==> src/rtl/mold_pkg.sv <==
// Shared constants and FSM state type for the MoldUDP64 retransmission request generator.
package mold_pkg;

  localparam int unsigned SEQ_NUM_W_DEF = 64;
  localparam int unsigned SID_W_DEF     = 80;
  localparam int unsigned ML_W_DEF      = 16;
  localparam int unsigned REQ_BYTES     = 20;

  // Largest message count a single request can carry for a given count width.
  function automatic longint unsigned chunk_max(input int unsigned ml_w);
    return (64'd1 << ml_w) - 64'd1;
  endfunction

  localparam longint unsigned CHUNK_MAX = chunk_max(ML_W_DEF);

  typedef enum logic [1:0] {StIdle, StB0, StB1, StB2} state_e;

endpackage

==> src/rtl/miss_fifo.sv <==
// Synchronous FIFO of pending miss reports; also exposes the entry that follows the head.
module miss_fifo #(
  parameter int unsigned WIDTH = 8,
  parameter int unsigned DEPTH = 4
) (
  input  logic             clk,
  input  logic             nreset,
  input  logic             push_i,
  input  logic [WIDTH-1:0] wdata_i,
  input  logic             pop_i,
  output logic [WIDTH-1:0] rdata_o,
  output logic             next_valid_o,
  output logic [WIDTH-1:0] next_data_o,
  output logic             full_o,
  output logic             empty_o
);

  localparam int unsigned AW = (DEPTH > 1) ? $clog2(DEPTH) : 1;

  logic [WIDTH-1:0] mem_q [DEPTH];
  logic [AW-1:0]    rd_ptr_q, wr_ptr_q, rd_nxt;
  logic [AW:0]      count_q, count_d;

  assign rd_nxt  = rd_ptr_q + AW'(1);
  assign full_o  = (count_q == (AW+1)'(DEPTH));
  assign empty_o = (count_q == '0);
  assign rdata_o = mem_q[rd_ptr_q];

  // Entry that becomes head once the current head is popped (bypasses a same-cycle push).
  assign next_valid_o = (count_q >= (AW+1)'(2)) || ((count_q == (AW+1)'(1)) && push_i);
  assign next_data_o  = (count_q >= (AW+1)'(2)) ? mem_q[rd_nxt] : wdata_i;

  always_comb begin
    count_d = count_q;
    unique case ({push_i, pop_i})
      2'b10:   count_d = count_q + (AW+1)'(1);
      2'b01:   count_d = count_q - (AW+1)'(1);
      default: count_d = count_q;
    endcase
  end

  always_ff @(posedge clk or negedge nreset) begin
    if (!nreset) begin
      rd_ptr_q <= '0;
      wr_ptr_q <= '0;
      count_q  <= '0;
    end else begin
      count_q <= count_d;
      if (push_i) wr_ptr_q <= wr_ptr_q + AW'(1);
      if (pop_i)  rd_ptr_q <= rd_nxt;
    end
  end

  always_ff @(posedge clk) begin
    if (push_i) mem_q[wr_ptr_q] <= wdata_i;
  end

endmodule

==> src/rtl/mold_retrans_req.sv <==
// Turns miss reports into 20-byte MoldUDP64 request packets, split into count-limited chunks.
module mold_retrans_req
  import mold_pkg::*;
#(
  parameter int unsigned SEQ_NUM_W  = SEQ_NUM_W_DEF,
  parameter int unsigned SID_W      = SID_W_DEF,
  parameter int unsigned ML_W       = ML_W_DEF,
  parameter int unsigned FIFO_DEPTH = 4
) (
  input  logic                 clk,
  input  logic                 nreset,
  input  logic                 miss_v_i,
  input  logic [SID_W-1:0]     miss_sid_i,
  input  logic [SEQ_NUM_W-1:0] miss_seq_start_i,
  input  logic [SEQ_NUM_W-1:0] miss_cnt_i,
  output logic                 req_valid_o,
  input  logic                 req_ready_i,
  output logic [63:0]          req_data_o,
  output logic [7:0]           req_keep_o,
  output logic                 req_last_o,
  output logic [7:0]           drop_cnt_o,
  output logic                 busy_o
);

  localparam int unsigned EntW = SID_W + 2 * SEQ_NUM_W;
  localparam int unsigned PktW = 8 * REQ_BYTES;
  localparam logic [SEQ_NUM_W-1:0] ChunkMax = SEQ_NUM_W'(chunk_max(ML_W));

  state_e               state_q, state_d;
  logic [SID_W-1:0]     sid_q, sid_d;
  logic [SEQ_NUM_W-1:0] seq_q, seq_d, rem_q, rem_d;
  logic [7:0]           drop_q, drop_d;

  logic                 rpt_v, fifo_push, fifo_pop, fifo_full, fifo_empty, next_valid;
  logic [EntW-1:0]      wdata, rdata, next_data, load_ent;
  logic                 load;
  logic [SEQ_NUM_W-1:0] chunk, rem_after;
  logic [PktW-1:0]      pkt;

  assign rpt_v     = miss_v_i && (miss_cnt_i != '0);
  assign wdata     = {miss_sid_i, miss_seq_start_i, miss_cnt_i};
  assign chunk     = (rem_q > ChunkMax) ? ChunkMax : rem_q;
  assign rem_after = rem_q - chunk;
  assign fifo_pop  = (state_q == StB2) && req_ready_i && (rem_after == '0);
  assign fifo_push = rpt_v && (!fifo_full || fifo_pop);

  miss_fifo #(
    .WIDTH (EntW),
    .DEPTH (FIFO_DEPTH)
  ) u_fifo (
    .clk          (clk),
    .nreset       (nreset),
    .push_i       (fifo_push),
    .wdata_i      (wdata),
    .pop_i        (fifo_pop),
    .rdata_o      (rdata),
    .next_valid_o (next_valid),
    .next_data_o  (next_data),
    .full_o       (fifo_full),
    .empty_o      (fifo_empty)
  );

  always_comb begin
    state_d  = state_q;
    sid_d    = sid_q;
    seq_d    = seq_q;
    rem_d    = rem_q;
    load     = 1'b0;
    load_ent = rdata;
    unique case (state_q)
      StIdle: begin
        // An empty FIFO with a push lets the report start without waiting a cycle.
        if (!fifo_empty) begin
          load = 1'b1;
        end else if (fifo_push) begin
          load     = 1'b1;
          load_ent = wdata;
        end
      end
      StB0: if (req_ready_i) state_d = StB1;
      StB1: if (req_ready_i) state_d = StB2;
      StB2: begin
        if (req_ready_i) begin
          seq_d = seq_q + chunk;
          rem_d = rem_after;
          if (rem_after != '0) begin
            state_d = StB0;
          end else if (next_valid) begin
            load     = 1'b1;
            load_ent = next_data;
          end else begin
            state_d = StIdle;
          end
        end
      end
      default: state_d = StIdle;
    endcase
    if (load) begin
      sid_d   = load_ent[EntW-1 -: SID_W];
      seq_d   = load_ent[2*SEQ_NUM_W-1 -: SEQ_NUM_W];
      rem_d   = load_ent[SEQ_NUM_W-1:0];
      state_d = StB0;
    end
  end

  always_comb begin
    drop_d = drop_q;
    if (rpt_v && fifo_full && !fifo_pop && (drop_q != 8'hFF)) drop_d = drop_q + 8'd1;
  end

  // Packet byte 0 sits in the top byte of pkt; each beat puts byte k in lane k%8.
  assign pkt = {80'(sid_q), 64'(seq_q), 16'(chunk)};

  always_comb begin
    req_valid_o = 1'b0;
    req_data_o  = '0;
    req_keep_o  = '0;
    req_last_o  = 1'b0;
    unique case (state_q)
      StB0: begin
        req_valid_o = 1'b1;
        req_keep_o  = 8'hFF;
        for (int k = 0; k < 8; k++) req_data_o[8*k +: 8] = pkt[PktW-1-8*k -: 8];
      end
      StB1: begin
        req_valid_o = 1'b1;
        req_keep_o  = 8'hFF;
        for (int k = 0; k < 8; k++) req_data_o[8*k +: 8] = pkt[PktW-65-8*k -: 8];
      end
      StB2: begin
        req_valid_o = 1'b1;
        req_keep_o  = 8'h0F;
        req_last_o  = 1'b1;
        for (int k = 0; k < 4; k++) req_data_o[8*k +: 8] = pkt[PktW-129-8*k -: 8];
      end
      default: ;
    endcase
  end

  assign drop_cnt_o = drop_q;
  assign busy_o     = !fifo_empty || (state_q != StIdle);

  always_ff @(posedge clk or negedge nreset) begin
    if (!nreset) begin
      state_q <= StIdle;
      sid_q   <= '0;
      seq_q   <= '0;
      rem_q   <= '0;
      drop_q  <= '0;
    end else begin
      state_q <= state_d;
      sid_q   <= sid_d;
      seq_q   <= seq_d;
      rem_q   <= rem_d;
      drop_q  <= drop_d;
    end
  end

endmodule

==> config.mk <==
export PLATFORM = sky130hd
export DESIGN_NAME = mold_retrans_req
export DESIGN_NICKNAME = d
export VERILOG_FILES = /design/src/rtl/mold_pkg.sv /design/src/rtl/miss_fifo.sv /design/src/rtl/mold_retrans_req.sv
export SDC_FILE = /design/constraint.sdc
export NUM_CORES = 2
export LEC_CHECK = 0
export ABC_AREA = 1
export BUFFER_PORTS_ARGS = -buffer_cell sky130_fd_sc_hd__buf_2
export CAP_MARGIN = 20
export CORE_AREA = 2 2 324 326
export CTS_CLUSTER_SIZE = 28
export DETAILED_ROUTE_END_ITERATION = 8
export DIE_AREA = 0 0 326 328
export PLACE_DENSITY = 0.78
export REMOVE_ABC_BUFFERS = 1
export SYNTH_ARGS = -nofsm -noshare
export SYNTH_HDL_FRONTEND = slang
export SYNTH_SLANG_ARGS = --single-unit
==> constraint.sdc <==
create_clock -name clk -period 15.9 [get_ports clk]
set_input_delay 1.59 -clock clk [delete_from_list [all_inputs] [get_ports clk]]
set_output_delay 1.59 -clock clk [all_outputs]
set_load 0.05 [all_outputs]
==> impl_metrics.json <==
{
  "slowest_stage": "buf_4",
  "nNetsFinal": 7774,
  "synthTopCellsByArea": "edfxtp_1 (41%), nand2_1 (9.6%), dfrtp_1 (9.2%)",
  "vias": 59720,
  "htreeDepth": 3,
  "ys_seq_area_share_pct": 49.78,
  "ys.flop_type": "edfxtp_1",
  "die-area_um2": 106900,
  "max-vdd-ir-drop_mv": 0.2022,
  "cts_tree": "yes",
  "final_cell_mix": "nand2_1 (1,569), a21oi_1 (947), edfxtp_1 (832)",
  "num_rows": 118,
  "avgSynthCellArea_um2": 8.184,
  "multiInputGateArea_um2": 27280,
  "start_util_pct": 59.59,
  "synthArstFlopShare_pct": 21.29,
  "grtUsageTotal_pct": 39.85,
  "syn_inst": 7515,
  "clock_path_buffers": 3,
  "grt_pass1_vias": 56770,
  "hold_class": "reg2reg",
  "ys_seq_elements": 1057,
  "end_kind": "register",
  "hold_viol_final": 0,
  "cp.arrival_ns": 8.31,
  "crit_end": "seq_q[11]$_DFFE_PN0P_",
  "ys_types": 55,
  "cts_resized": 0,
  "design_area_um2": 67480,
  "holdCritStartpoint": "rem_q[0]$_DFFE_PN0P_",
  "hpwl_mm": 131.6,
  "slew_headroom_pct": 14.09,
  "die_y_um": 328,
  "yosys_warnings": 0,
  "slowest_delay_ns": 0.83,
  "cp-startpoint": "rem_q[46]$_DFFE_PN0P_",
  "wl_per_cell_um": 24.45,
  "antenna_found_initial": 52,
  "nFillCells": 8483,
  "final_max_slew_viol_count": 0,
  "r2r-end": "seq_q[11]$_DFFE_PN0P_",
  "cp-start-kind": "register",
  "drive_above_1_share_pct": 7.912,
  "io_pins": 295,
  "fp.dieW_um": 326,
  "routed_wl_mm": 220.0,
  "p_per_area_nw_per_um2": 192.6,
  "p_leak_nw": 26.02,
  "synth_top_cell_by_area": "edfxtp_1",
  "total_power_mw": 12.99,
  "first_pass_iters": 7,
  "fin_tns_setup_ns": 0,
  "critical_path_class": "reg2reg",
  "area_delta_synth_final_pct": 9.725,
  "maxCapViolCount": 0,
  "drc": 0,
  "grt_max_degree": 207,
  "rrSetupSlack_ns": 8.22,
  "ff2ff_path_depth": 29,
  "cts_buffers": 114,
  "setup_viol": 0,
  "layout_min_cycle_time_ns": 7.685,
  "cts_hold_buf": 0,
  "cts_root_buf": "clkbuf_16",
  "skew_ns": 0.04815,
  "fmax_ghz": 0.1301,
  "grt_pass1_wl_mm": 331.2,
  "finalCritPeriodShare_pct": 48.33,
  "cts_setup_buffers": 0,
  "synth_edf_count": 832,
  "insertion_delay_ns": 0.76,
  "final_common_cell": "nand2_1",
  "fp.coreArea_um2": 103200,
  "route.antenna.remaining_nets": 0,
  "crit_path_max_fanout": 84,
  "ff_latch_area_um2": 30620,
  "gp_congestion": 1.010,
  "grt_overflow": 0,
  "place_area_um2": 63420,
  "synth.top_cell.area_share_pct": 40.62,
  "cts_num_sinks": 1057,
  "crit_top_cell": "nand2_1",
  "vias_per_cell": 6.639,
  "run_status": "completed",
  "cp.required_ns": 16.52,
  "drt_iter0_drc": 8549,
  "worst_pin_slew_ns": 1.289,
  "synth_area_um2": 61500,
  "port_buffers": 294,
  "rsz0062_at_grt": "false",
  "clk_pin_slew_worst_paths_ns": 0.06,
  "r2r_start": "rem_q[46]$_DFFE_PN0P_"
}
==> kinds of logic after synthesis <==
logic type,after synthesis,synth area share (%)
and+or+nand+nor,2934,19.42
adders and majority gates,81,1.660
DFF,1057,49.78
other,1,0.006098
AOI/OAI and AO/OA,2404,22.17
buffers and inverters,997,6.356
xor gates and xnor gates,32,0.4557
muxes,9,0.1465
==> per-layer routing <==
metal	wire length, um	part of all wire, %	track usage [%]
met5	195	0.089	0
met3	26990	12	8.261
met1	80100	36	51.02
met4	11840	5.4	22.32
met2	100800	46	63.45
==> metrics by stage <==
| step | instances | setup WS (ns) | hold slack (ns) | utilization [%] |
|---|---|---|---|---|
| 5_1_grt | 8991 | 7.715 | 0.5214 | 65.38 |
| 6_report | 8995 | 8.215 | 0.4847 | 65.39 |
| 2_1_floorplan | 6999 | -12.55 | 0.4488 | - |
| 4_1_cts | 8963 | 8.369 | 0.4900 | 65.31 |
| 3_5_place_dp | 8745 | 8.397 | 0.4751 | 61.45 |
| 3_3_place_gp | 8744 | 8.594 | 0.4713 | 61.45 |
==> worst min path at each step <==
stage / slack, ns / to / cells after the start
after floorplan: 0.45 / rem_q[0]$_DFFE_PN0P_ / 2
after global placement: 0.47 / rem_q[0]$_DFFE_PN0P_ / 2
after detailed placement: 0.48 / rem_q[0]$_DFFE_PN0P_ / 2
after CTS: 0.49 / rem_q[0]$_DFFE_PN0P_ / 2
after global routing: 0.52 / rem_q[0]$_DFFE_PN0P_ / 2
final: 0.48 / rem_q[0]$_DFFE_PN0P_ / 2
==> flip-flops by register name, summed over array words and instances, names as in the netlist <==
| signal | flops |
|---|---|
| drop_cnt_o | 8 |
| rem_q | 64 |
| seq_q | 64 |
| sid_q | 80 |
| state_q | 2 |
| u_fifo.count_q | 3 |
| u_fifo.mem_q | 832 |
| u_fifo.rd_ptr_q | 2 |
| u_fifo.wr_ptr_q | 2 |
==> power by group <==
part	switching [mW]	internal [mW]	total, mW
clock network	1.18	1.67	2.85
registers	0.472	3.79	4.26
logic	4.35	1.54	5.89
total	6.00	6.99	13.0
==> cells in the mapped netlist (10+ instances only) <==
library cell	count
a32o_1	74
a31oi_1	176
nor2_2	11
edfxtp_1	832
o211ai_1	11
nand3_1	459
buf_4	23
clkbuf_1	439
inv_1	424
o22ai_1	224
nor3_1	30
o41ai_1	10
dfrtp_1	225
xnor2_1	10
buf_2	52
a221oi_1	35
xor2_1	22
nor2_1	756
o221ai_1	42
o21ai_0	732
nor4_1	26
ha_1	80
a21oi_1	947
a22oi_1	94
a211oi_1	17
buf_1	46
nand2_1	1573
nand4_1	54
==> final cells by class <==
class | instances | share of cell area, %
well taps | 1380 | 2.559
multi-input cells | 5507 | 40.42
flip-flops and latches | 1057 | 45.38
clock buffers | 164 | 4.713
inverters | 435 | 2.483
diodes | 32 | 0.1187
clock inverters | 54 | 1.183
repair buffers | 366 | 3.141
==> worst max-delay path: cells and delay by family (launching register included) <==
| family | cells | cell delay, ns |
|---|---|---|
| DFF | 1 | 0.42 |
| AOI/OAI and AO/OA | 2 | 0.43 |
| adders and majority gates | 1 | 0.28 |
| and+or+nand+nor | 24 | 4.61 |
| buffers and inverters | 2 | 1.60 |
Power figures use the tool's default switching activity.
